<file path="config.mk">
export PLATFORM = sky130hd
export DESIGN_NAME = dpram_readout
export DESIGN_NICKNAME = d
export VERILOG_FILES = /design/src/rtl/dpram_readout_pkg.sv /design/src/rtl/dpram_rdout_cksum.sv /design/src/rtl/dpram_readout.sv
export SDC_FILE = /design/constraint.sdc
export NUM_CORES = 1
export LEC_CHECK = 0
export CAP_MARGIN = 5
export CORE_UTILIZATION = 52
export CTS_BUF_LIST = sky130_fd_sc_hd__clkbuf_4 sky130_fd_sc_hd__clkbuf_8
export CTS_CLUSTER_SIZE = 10
export DETAILED_ROUTE_END_ITERATION = 8
export PLACE_DENSITY = 0.95
export SYNTH_ARGS = -nofsm -noshare
export SYNTH_HDL_FRONTEND = slang
export SYNTH_HIERARCHICAL = 1
export SYNTH_SLANG_ARGS = --single-unit
</file>
<file path="constraint.sdc">
create_clock -name clk -period 5.1 [get_ports clk]
set_input_delay 1.275 -clock clk [delete_from_list [all_inputs] [get_ports clk]]
set_output_delay 1.275 -clock clk [all_outputs]
set_load 0.1 [all_outputs]
</file>
<file path="src/rtl/dpram_readout_pkg.sv">
// ---------------------------------------------------------------------------
// dpram_readout_pkg
// Shared definitions for the DPRAM readout block: FSM state encoding,
// the default DPRAM depth and the DPRAM port B read latency.
//
// Optional feature macro: DPRAM_RDOUT_CKSUM_EN (enables the CKSUM state).
// ---------------------------------------------------------------------------
package dpram_readout_pkg;

  // Default DPRAM depth in 32-bit words (2^10).
  localparam int DPRAM_DEPTH = 1024;

  // Port B returns data this many cycles after the address is presented.
  // The single LAT state in the FSM covers exactly this latency.
  localparam int DPRAM_RD_LATENCY = 1;

  // ST_CKSUM is only reachable when DPRAM_RDOUT_CKSUM_EN is defined.
  typedef enum logic [2:0] {
    ST_IDLE  = 3'd0,
    ST_RD    = 3'd1,
    ST_LAT   = 3'd2,
    ST_SEND  = 3'd3,
    ST_DONE  = 3'd4,
    ST_CKSUM = 3'd5
  } state_t;

endpackage

</file>
<file path="src/rtl/dpram_rdout_cksum.sv">
// ---------------------------------------------------------------------------
// dpram_rdout_cksum
// 32-bit wrap-around sum of the data words of one transfer.
//
// Ports:
//   clk   in   system clock
//   rst   in   asynchronous active-high reset
//   clear in   zero the sum (start of a transfer)
//   add   in   accumulate data this cycle
//   data  in   [31:0] word to accumulate
//   sum   out  [31:0] running sum
//
// Only instantiated when DPRAM_RDOUT_CKSUM_EN is defined.
// ---------------------------------------------------------------------------
module dpram_rdout_cksum
  import dpram_readout_pkg::*;
(
  input  logic        clk,
  input  logic        rst,
  input  logic        clear,
  input  logic        add,
  input  logic [31:0] data,
  output logic [31:0] sum
);

  always_ff @(posedge clk or posedge rst) begin
    if (rst) begin
      sum <= '0;
    end else if (clear) begin
      sum <= '0;
    end else if (add) begin
      sum <= sum + data;
    end
  end

endmodule

</file>
<file path="src/rtl/dpram_readout.sv">
// ---------------------------------------------------------------------------
// dpram_readout
// Consumer side of the waveform-reader DPRAM handoff. On dpram_run it takes
// ownership of the DPRAM (dpram_busy), reads dpram_len words in address
// order through port B, streams them out on a valid/ready word interface
// and pulses dpram_done to hand the DPRAM back to the reader.
//
// Ports:
//   clk, rst      clock, asynchronous active-high reset
//   dpram_run     in   one-cycle start pulse (ignored while busy)
//   dpram_len     in   [P_LEN_WIDTH-1:0] word count, sampled with dpram_run
//   dpram_busy    out  high in every state except IDLE
//   dpram_done    out  one-cycle pulse at the end of a transfer
//   rd_addr       out  [P_ADR_WIDTH-1:0] port B read address
//   rd_data       in   [31:0] port B data, valid one cycle after rd_addr
//   out_data      out  [31:0] streamed word
//   out_valid     out  word valid
//   out_ready     in   sink ready
//   out_last      out  final word of the transfer
//   xfer_cnt      out  [P_LEN_WIDTH-1:0] completed transfers, wraps
//   len_err       out  sticky: a dpram_len above the DPRAM depth was seen
//
// Handshake: a word transfers on every rising clk edge where out_valid and
// out_ready are both high. Once out_valid is raised, out_data/out_last stay
// constant and out_valid stays high until that transfer happens; out_valid
// never depends combinationally on out_ready.
//
// Optional feature macro: DPRAM_RDOUT_CKSUM_EN -- appends one word holding
// the 32-bit wrap-around sum of the data words; out_last moves onto it.
// ---------------------------------------------------------------------------
module dpram_readout
  import dpram_readout_pkg::*;
#(
  parameter int P_ADR_WIDTH = 10,
  parameter int P_LEN_WIDTH = 16
) (
  input  logic                   clk,
  input  logic                   rst,
  input  logic                   dpram_run,
  input  logic [P_LEN_WIDTH-1:0] dpram_len,
  output logic                   dpram_busy,
  output logic                   dpram_done,
  output logic [P_ADR_WIDTH-1:0] rd_addr,
  input  logic [31:0]            rd_data,
  output logic [31:0]            out_data,
  output logic                   out_valid,
  input  logic                   out_ready,
  output logic                   out_last,
  output logic [P_LEN_WIDTH-1:0] xfer_cnt,
  output logic                   len_err
);

  localparam int DEPTH = 1 << P_ADR_WIDTH;
  // One extra bit so a full-depth transfer count fits.
  localparam int CNT_W = P_ADR_WIDTH + 1;

  state_t           state;
  logic [CNT_W-1:0] remaining;
  logic             len_too_long;
  logic             last_data_word;

  assign len_too_long   = 32'(dpram_len) > 32'(DEPTH);
  assign last_data_word = (remaining == CNT_W'(1));

`ifdef DPRAM_RDOUT_CKSUM_EN
  logic        cksum_clear;
  logic        cksum_add;
  logic [31:0] cksum_sum;

  // Words are summed as they are captured in LAT, so the sum already
  // includes the final data word by the time its handshake happens.
  assign cksum_clear = (state == ST_IDLE) && dpram_run;
  assign cksum_add   = (state == ST_LAT);

  dpram_rdout_cksum u_cksum (
    .clk   (clk),
    .rst   (rst),
    .clear (cksum_clear),
    .add   (cksum_add),
    .data  (rd_data),
    .sum   (cksum_sum)
  );
`endif

  // rd_addr doubles as the word address register: it holds the address of
  // the word in flight from RD through SEND and only advances on handshake.
  always_ff @(posedge clk or posedge rst) begin
    if (rst) begin
      state      <= ST_IDLE;
      remaining  <= '0;
      dpram_busy <= 1'b0;
      dpram_done <= 1'b0;
      rd_addr    <= '0;
      out_data   <= '0;
      out_valid  <= 1'b0;
      out_last   <= 1'b0;
      xfer_cnt   <= '0;
      len_err    <= 1'b0;
    end else begin
      dpram_done <= 1'b0;
      case (state)
        ST_IDLE: begin
          if (dpram_run) begin
            dpram_busy <= 1'b1;
            rd_addr    <= '0;
            if (dpram_len == '0) begin
              remaining  <= '0;
              dpram_done <= 1'b1;
              xfer_cnt   <= xfer_cnt + 1'b1;
              state      <= ST_DONE;
            end else if (len_too_long) begin
              remaining <= CNT_W'(DEPTH);
              len_err   <= 1'b1;
              state     <= ST_RD;
            end else begin
              remaining <= CNT_W'(dpram_len);
              state     <= ST_RD;
            end
          end
        end

        ST_RD: begin
          state <= ST_LAT;
        end

        ST_LAT: begin
          out_data  <= rd_data;
          out_valid <= 1'b1;
`ifdef DPRAM_RDOUT_CKSUM_EN
          out_last  <= 1'b0;
`else
          out_last  <= last_data_word;
`endif
          state     <= ST_SEND;
        end

        ST_SEND: begin
          if (out_ready) begin
            if (last_data_word) begin
`ifdef DPRAM_RDOUT_CKSUM_EN
              out_data   <= cksum_sum;
              out_valid  <= 1'b1;
              out_last   <= 1'b1;
              state      <= ST_CKSUM;
`else
              out_valid  <= 1'b0;
              out_last   <= 1'b0;
              dpram_done <= 1'b1;
              xfer_cnt   <= xfer_cnt + 1'b1;
              state      <= ST_DONE;
`endif
            end else begin
              out_valid <= 1'b0;
              out_last  <= 1'b0;
              rd_addr   <= rd_addr + 1'b1;
              remaining <= remaining - 1'b1;
              state     <= ST_RD;
            end
          end
        end

`ifdef DPRAM_RDOUT_CKSUM_EN
        ST_CKSUM: begin
          if (out_ready) begin
            out_valid  <= 1'b0;
            out_last   <= 1'b0;
            dpram_done <= 1'b1;
            xfer_cnt   <= xfer_cnt + 1'b1;
            state      <= ST_DONE;
          end
        end
`endif

        ST_DONE: begin
          dpram_busy <= 1'b0;
          state      <= ST_IDLE;
        end

        default: begin
          dpram_busy <= 1'b0;
          out_valid  <= 1'b0;
          out_last   <= 1'b0;
          state      <= ST_IDLE;
        end
      endcase
    end
  end

endmodule

</file>
==> results of run 1 <==
==> final cells by class <==
type | count | area share
inverter | 8 | 0.00582
clock inverter | 7 | 0.0114
multi-input combinational | 233 | 0.336
timing repair buffer | 117 | 0.226
sequential | 77 | 0.374
clock buffer | 9 | 0.0240
tap | 96 | 0.0233
==> cells in the final DEF, fill, tap and decap left out, types with 2 or more instances in the layout <==
cell / count
nor4b_1: 3
nand4b_1: 2
buf_4: 3
clkbuf_8: 9
clkinvlp_4: 4
a21o_1: 4
nor2_1: 19
nor4_1: 6
o211ai_1: 3
mux2_2: 32
nor3_1: 13
nor4_4: 2
inv_2: 2
clkdlybuf4s50_1: 114
xor2_1: 19
a2111oi_2: 2
nor2b_1: 3
o21ai_0: 15
inv_1: 6
xnor2_1: 5
nand4_1: 10
nand2_1: 24
ha_1: 4
dfrtp_1: 77
or3_1: 2
a21oi_1: 5
a31oi_1: 7
a211oi_1: 2
nand3_1: 12
or4_1: 2
o22ai_1: 2
o211a_1: 2
nor4b_4: 2
and3_1: 8
==> layer usage <==
layer  share of wire  track usage
met1            0.40        0.319
met3           0.085       0.0607
met5               0            0
met2            0.50        0.459
met4           0.024        0.118
==> worst max-delay path by stage <==
stage               from  slack [ns]  cells past startpoint            to
2_1_floorplan        rst        1.86                      1    dpram_busy
3_3_place_gp   dpram_run        1.49                      5  remaining[1]
3_5_place_dp   dpram_run        1.41                      6  xfer_cnt[11]
4_1_cts        dpram_run        1.79                      6  xfer_cnt[11]
5_1_grt        dpram_run        1.62                      6  xfer_cnt[14]
6_report       dpram_run        1.77                      5  remaining[1]
==> state kept, by name (all words and copies together) (netlist names) <==
| register | cells |
|---|---|
| dpram_busy | 1 |
| dpram_done | 1 |
| len_err | 1 |
| out_data | 32 |
| out_last | 1 |
| out_valid | 1 |
| rd_addr | 10 |
| remaining | 11 |
| state | 3 |
| xfer_cnt | 16 |
==> cells by family (layout without fill, tap and decap cells) <==
group           after synthesis  after routing
buf+inv                      23            141
fa+ha+maj                     4              4
simple gates                118            118
flops                        77             77
mux                          34             34
compound gates               53             53
xor+xnor                     24             24
==> through the flow <==
stage	total power, W	util	area (um2)
finish	0.00361	0.747	5160
global route	0.00374	0.747	5160
CTS	0.00361	0.747	5160
detailed placement	0.00318	0.720	4980
global placement	0.00311	0.720	4980
floorplan	0.00266	-	3770
==> power by group <==
group          leakage, nW  total (W)  internal [W]  switching (W)
clock               0.0800   0.000425      0.000182       0.000243
combinational         1.13    0.00218      0.000602        0.00158
sequential           0.966    0.00100      0.000810       0.000193
total                 2.18    0.00361       0.00159        0.00201
==> metrics, run 1 <==
GPL Wtd Cong=0.880; area occupied by multi-input gates=0.00174 mm2; Initial Util=0.546; Post-synth EDFFs=0; XOR/XNOR share of the synthesized area=0.0558; syn avg cell area=roughly 11 um2; Critical path buffers and inverters=1; Worst Setup End Kind=flop; drc violations=0; Final nets=502; DR pass1 iterations=5; min-delay worst type=reg -> reg; Die Area=0.00759 mm2; largest family of logic cells by synthesized area=simple AND/OR/NAND/NOR gates; final setup vio count=0; ys async rst share=1.00; post-synthesis sequential area ratio=0.511; CP max stage cell=a21oi_2; Critical Path Start Type=primary input; Hold Fails Final Rpt=0; share of layout cells above drive strength 1=0.144; Max FO, Critical Path=14; CTS Hold Bufs=0; clk buf depth=2; Layout Skew=just under 0.01 ns; CTS buffer count=9; Core Footprint=0.00691 mm2; min cycle time layout=3.33 ns; worst skew pair latency=0.35 ns; CTS root buffer=clkbuf_8; Final Cycle Share=0.654; I/O Pins=115; drt wl/cell=18.1 um; Die X=87.1 um; number of global-route vias before repair=approximately 3100; max_slew headroom=0.324; pin count of the biggest net entering global routing=between 50 and 60; Tightest Pin Transition=1.01 ns; initial DRC count=180; maxcap violations=0; grt ovf=0; top post-synthesis cells by area=dfrtp_1 51%, mux2_2 9.6%, xor2_1 4.4%; share of the synthesized area in the top cell type=0.511; ANT nets after route=0; Post-Synth Adder-Cell Area=0.0133; Leakage=~2.2 nW; ant diodes=0; clock transition at the registers of the reported paths=0.09 ns; CTS tree=done; setup_tns=0 ns; Die Y=roughly 87 um; port buffer count=between 100 and 150; CTS resizes=0; FILL cells=464; crit path DAT=3.58 ns; placed cell count=531; R2R setup slack=2.51 ns; first-pass GRT wire length=15200 um; hold_sp=dpram_busy; mux cell area share after synthesis=0.101; Setup WS pre-CTS=1.41 ns; Synth Warn #=6; max incr delay on CP=0.54 ns; Mapped Cells=333; Syn Std Cell Area=0.00377 mm2; Peak supply drop=roughly 0.00045 V; Synth Area in Compound Gates=0.103; net count after synthesis=389; final count of pins violating max slew=0; R2R depth=4; Hold Path Depth=1; Reg area=0.00193 mm2; CP top delay family=compound AO/OA/AOI/OAI gates; pwr/cell area=699 mW/mm2; Total Routing Usage GR=0.266; Sink Count=77; CP required=about 5.3 ns; RR Endpoint=remaining[1]; initial antenna violation count=0; post-synthesis simple-gate area fraction=0.188; setup ws final=1.77 ns; Post-DP HPWL=7280 um; leading post-synthesis cells by instance count=77 x dfrtp_1, 32 x mux2_2, 24 x nand2_1, 19 x nor2_1, 19 x xor2_1; WL final=between 9000 and 10000 um; row count=30; count leader, synth=dfrtp_1; CTS H-tree lvls=3; Synth area leader=dfrtp_1; status=finished clean; Worst R2R Start=state[1]; Via-to-Cell Ratio=5.76; critical setup path kind=in -> reg; Post-CTS Setup Bufs=0; DR vias=3150; fmax=0.300 GHz; cell chain of the critical path=clkdlybuf4s50_1 -> or3b_4 -> a21oi_2 -> nand2_1 -> a221o_1; final cell count without fillers=547; unrepaired setup endpoints after global routing=false; Hold Path End=dpram_busy; number of synthesized register bits=77; Hold WS=around 0.49 ns; Unique masters post-synth=58; ys flop type=dfrtp_1; synthesis-to-finish area growth=36.9%
No activity file was read; power rests on OpenSTA's default activity.
==> run 2: changes to the inputs <==
--- a/config.mk
+++ b/config.mk
@@ -6,11 +6,11 @@
 export NUM_CORES = 1
 export LEC_CHECK = 0
 export CAP_MARGIN = 5
-export CORE_UTILIZATION = 52
+export CORE_UTILIZATION = 49
 export CTS_BUF_LIST = sky130_fd_sc_hd__clkbuf_4 sky130_fd_sc_hd__clkbuf_8
 export CTS_CLUSTER_SIZE = 10
 export DETAILED_ROUTE_END_ITERATION = 8
-export PLACE_DENSITY = 0.95
+export PLACE_DENSITY = 0.93
 export SYNTH_ARGS = -nofsm -noshare
 export SYNTH_HDL_FRONTEND = slang
 export SYNTH_HIERARCHICAL = 1
==> constraint.sdc (replaced) <==
create_clock -name clk -period 3.1 [get_ports clk]
set_input_delay 0.775 -clock clk [delete_from_list [all_inputs] [get_ports clk]]
set_output_delay 0.775 -clock clk [all_outputs]
set_load 0.1 [all_outputs]
==> metrics, run 2 (synthesized netlist as in run 1, its figures left out) <==
Final nets=505; Hold Fails Final Rpt=0; max_slew headroom=0.550; total chip power=0.00590 W; Leakage=2.30 nW; drc violations=0; Clk pwr share=0.132; most common cell after layout, fill and taps aside=dfrtp_1; crit path DAT=2.84 ns; clk buf depth=2; hold_sp=xfer_cnt[15]; Initial Util=0.514; drt wl/cell=16.0 um; fmax=0.384 GHz; clock transition at the registers of the reported paths=0.08 ns; row count=31; CTS root buffer=clkbuf_8; number of global-route vias before repair=about 3000; ANT nets after route=0; Total Routing Usage GR=0.230; min-delay worst type=reg -> reg; Layout Skew=slightly below 0.008 ns; CP required=about 3.3 ns; grt ovf=0; setup_tns=0 ns; unrepaired setup endpoints after global routing=false; switch share=0.551; max reg flops=32; R2R setup slack=0.51 ns; maxcap violations=0; Sink Count=between 70 and 80; final count of pins violating max slew=0; port buffer count=114; Die X=approximately 90 um; placed cell count=roughly 540; share of layout cells above drive strength 1=0.289; final cell count without fillers=approximately 550; worst skew pair latency=~0.35 ns; first-pass GRT wire length=about 15000 um; Final Cycle Share=0.841; Regs by FF count=out_data x32, xfer_cnt x16, remaining x11; Die Y=roughly 90 um; CTS H-tree lvls=3; Critical Path Start Type=primary input; commonest non-fill, non-tap cells in the layout=77 x dfrtp_1, 68 x buf_4, 51 x clkdlybuf4s50_1; WL final=8850 um; internal power=0.00265 W; CTS resizes=0; CTS buffer count=9; initial antenna violation count=0; Worst R2R Start=state[1]; I/O Pins=115; DR pass1 iterations=4; Post-DP HPWL=6480 um; Tightest Pin Transition=0.673 ns; Post-CTS Setup Bufs=0; share of total power in sequential cells=0.280; RR Endpoint=remaining[1]; CTS Hold Bufs=0; crit path from=dpram_run; Max FO, Critical Path=10; Die Area=0.00805 mm2; min cycle time layout=2.61 ns; ant diodes=0; Via-to-Cell Ratio=~5.6; final setup vio count=0; Layout Utilization=0.691; Setup WS pre-CTS=0.157 ns; Core Footprint=between 0.007 and 0.008 mm2; Switching Power=between 0.003 and 0.004 W; Worst Setup End Kind=flop; setup ws final=0.494 ns; initial DRC count=148; Worst Setup EP=remaining[1]; combinational group share of total power=0.588; GPL Wtd Cong=0.923; pwr/cell area=between 1000 and 1500 mW/mm2; Peak supply drop=0.000578 V; synthesis-to-finish area growth=34.4%; DR vias=3089; largest register by flop count=out_data; critical setup path kind=in -> reg; status=finished clean; pin count of the biggest net entering global routing=46; R2R depth=5; CTS tree=done
run 2: power groups by stage:
stage	logic (W)	clock network, W	registers [W]
after floorplan	0.00101	0	0.00337
after detailed placement	0.00346	0	0.00166
after global placement	0.00341	0	0.00163
after global routing	0.00362	0.000835	0.00171
final	0.00347	0.000781	0.00165
after CTS	0.00347	0.000799	0.00165
run 2: worst max-delay path, cell delays in order:
cell             delay (ns)
clkdlybuf4s50_1        0.54
or3b_4                 0.43
a21oi_2                0.35
nand2_1                0.31
a221o_1                0.43
run 2: through the flow:
stage / instance area [um2] / hold WS, ns
floorplan: 3770 / 0.483
global placement: 4860 / 0.461
detailed placement: 4860 / 0.461
CTS: 5070 / 0.476
global route: 5070 / 0.489
finish: 5070 / 0.473
run 2: area by class of cell:
cell class	count	area, um2
inverter	8	30.0
multi-input combinational	233	1740
tap	99	124
sequential	77	1930
clock buffer	10	138
clock inverter	6	71.3
timing repair buffer	120	1040
fill	539	2260
run 2: metal layers:
| metal | vias up | global-route usage | wire length (um) |
|---|---|---|---|
| met5 | - | 0 | 0 |
| met2 | 127 | 0.382 | 4360 |
| met3 | 13 | 0.0389 | 553 |
| met1 | 1497 | 0.299 | 3790 |
| li1 | 1452 | - | - |
| met4 | 0 | 0.0970 | 145 |
run 2: worst min-delay path by stage:
stage / end / slack, ns / cells after the start
2_1_floorplan: remaining[10] / 0.48 / 1
3_3_place_gp: xfer_cnt[15] / 0.46 / 1
3_5_place_dp: xfer_cnt[15] / 0.46 / 1
4_1_cts: xfer_cnt[15] / 0.48 / 1
5_1_grt: xfer_cnt[15] / 0.49 / 1
6_report: xfer_cnt[15] / 0.47 / 1
==> run 3: changes to the inputs <==
--- a/config.mk
+++ b/config.mk
@@ -6,11 +6,11 @@
 export NUM_CORES = 1
 export LEC_CHECK = 0
 export CAP_MARGIN = 5
-export CORE_UTILIZATION = 49
+export CORE_UTILIZATION = 44
 export CTS_BUF_LIST = sky130_fd_sc_hd__clkbuf_4 sky130_fd_sc_hd__clkbuf_8
 export CTS_CLUSTER_SIZE = 10
 export DETAILED_ROUTE_END_ITERATION = 8
-export PLACE_DENSITY = 0.93
+export PLACE_DENSITY = 0.89
 export SYNTH_ARGS = -nofsm -noshare
 export SYNTH_HDL_FRONTEND = slang
 export SYNTH_HIERARCHICAL = 1
==> constraint.sdc (replaced) <==
create_clock -name clk -period 2.3 [get_ports clk]
set_input_delay 0.575 -clock clk [delete_from_list [all_inputs] [get_ports clk]]
set_output_delay 0.575 -clock clk [all_outputs]
set_load 0.1 [all_outputs]
==> metrics, run 3 (synthesized netlist as in run 1, its figures left out) <==
Max FO, Critical Path=4; DR pass1 iterations=4; FILL cells=611; Layout Utilization=0.656; worst skew pair latency=0.34 ns; Layout Skew=0.0108 ns; placed cell count=572; total chip power=between 0.008 and 0.009 W; CTS Hold Bufs=0; min cycle time layout=2.20 ns; Regs by FF count=out_data x32, xfer_cnt x16, remaining x11; crit path DAT=2.48 ns; CTS tree=done; Tightest Pin Transition=0.582 ns; grt ovf=0; CTS buffer count=9; critical setup path kind=in -> reg; clk buf depth=2; Total Routing Usage GR=0.219; fmax=0.455 GHz; Core Footprint=just over 0.008 mm2; CTS root buffer=clkbuf_8; GPL Wtd Cong=about 0.86; synthesis-to-finish area growth=43.7%; Final nets=about 540; Worst Setup End Kind=flop; clock transition at the registers of the reported paths=0.08 ns; max_slew headroom=0.612; DR vias=3263; Hold Fails Final Rpt=0; pwr/cell area=1500 mW/mm2; CTS H-tree lvls=3; maxcap violations=0; unrepaired setup endpoints after global routing=false; Critical Path Start Type=primary input; R2R setup slack=0.15 ns; Post-DP HPWL=a little over 7000 um; initial DRC count=225; Hold Path Depth=1; Sink Count=77; row count=33; ant diodes=0; ANT nets after route=0; Setup WS pre-CTS=-0.345 ns; final cell count without fillers=591; final setup vio count=0; most common cell after layout, fill and taps aside=buf_4; WL final=9900 um; largest register by flop count=out_data; R2R depth=8; commonest non-fill, non-tap cells in the layout=97 x buf_4, 77 x dfrtp_1, 47 x clkdlybuf4s50_1; initial antenna violation count=0; number of global-route vias before repair=roughly 3200; Die Area=0.00894 mm2; port buffer count=about 110; min-delay worst type=reg -> reg; Peak supply drop=0.00127 V; Initial Util=0.456; Leakage=2.50 nW; Die Y=94.5 um; I/O Pins=around 120; CP required=2.58 ns; setup ws final=0.104 ns; Final Cycle Share=0.955; share of layout cells above drive strength 1=0.354; Hold WS=0.468 ns; drc violations=0; max reg flops=32; first-pass GRT wire length=15000 um; drt wl/cell=about 17 um; status=finished clean; Via-to-Cell Ratio=5.52; final count of pins violating max slew=0; Die X=94.5 um; pin count of the biggest net entering global routing=33
[run 3: changes by cell type in the layout (fill, tap and decap cells not counted), sizes merged]
cell	delta
clkdlybuf4s50	-4
dlymetal6s2s	+4
buf	+32
inv	-1
clkinvlp	+1
[run 3: worst paths after layout]
| check | end | startpoint |
|---|---|---|
| max | remaining[1] | dpram_run |
| min | xfer_cnt[15] | xfer_cnt[15] |
| max reg2reg | xfer_cnt[9] | remaining[1] |
| min reg2reg | xfer_cnt[15] | xfer_cnt[15] |
| max in group asynchronous | remaining[0] | rst |
| min in group asynchronous | xfer_cnt[13] | rst |
[run 3: final cells by class]
type | instances | area, um2 | share of cell area
clock buffer | 9 | 124 | 0.0229
clock inverter | 6 | 63.8 | 0.0118
inverter | 8 | 33.8 | 0.00624
multi-input combinational | 233 | 1810 | 0.334
sequential | 77 | 1930 | 0.356
tap | 105 | 131 | 0.0243
timing repair buffer | 153 | 1330 | 0.245
[run 3: critical path: stages]
cell	delay, ns
clkdlybuf4s50_1	0.50
or3b_4	0.43
a21oi_4	0.21
buf_4	0.14
nand2_1	0.06
buf_4	0.14
nor3_1	0.23
a221o_1	0.19
[run 3: what timing repair did]
action,4_1_cts,5_1_grt
resized for setup,0,17
endpoints found under the setup margin,0,15
buffers inserted,0,4
[run 3: through the flow]
stage	area [um2]	setup TNS (ns)
finish	5420	0
global route	5420	0
CTS	5290	0
detailed placement	5100	-8.28
global placement	5100	-6.52
floorplan	3770	0
[run 3: report_power, final]
| part | total [W] | switching (W) | internal [W] | leakage, nW |
|---|---|---|---|---|
| clock | 0.000992 | 0.000497 | 0.000495 | 0.0915 |
| sequential | 0.00220 | 0.000399 | 0.00180 | 0.966 |
| combinational | 0.00495 | 0.00355 | 0.00139 | 1.44 |
[run 3: per-layer routing]
| metal | up-vias | global-route usage | wire (um) |
|---|---|---|---|
| met2 | 142 | 0.384 | 4980 |
| met4 | 0 | 0.0682 | 124 |
| met5 | - | 0 | 0 |
| li1 | 1511 | - | - |
| met1 | 1595 | 0.269 | 4090 |
| met3 | 15 | 0.0499 | 700 |
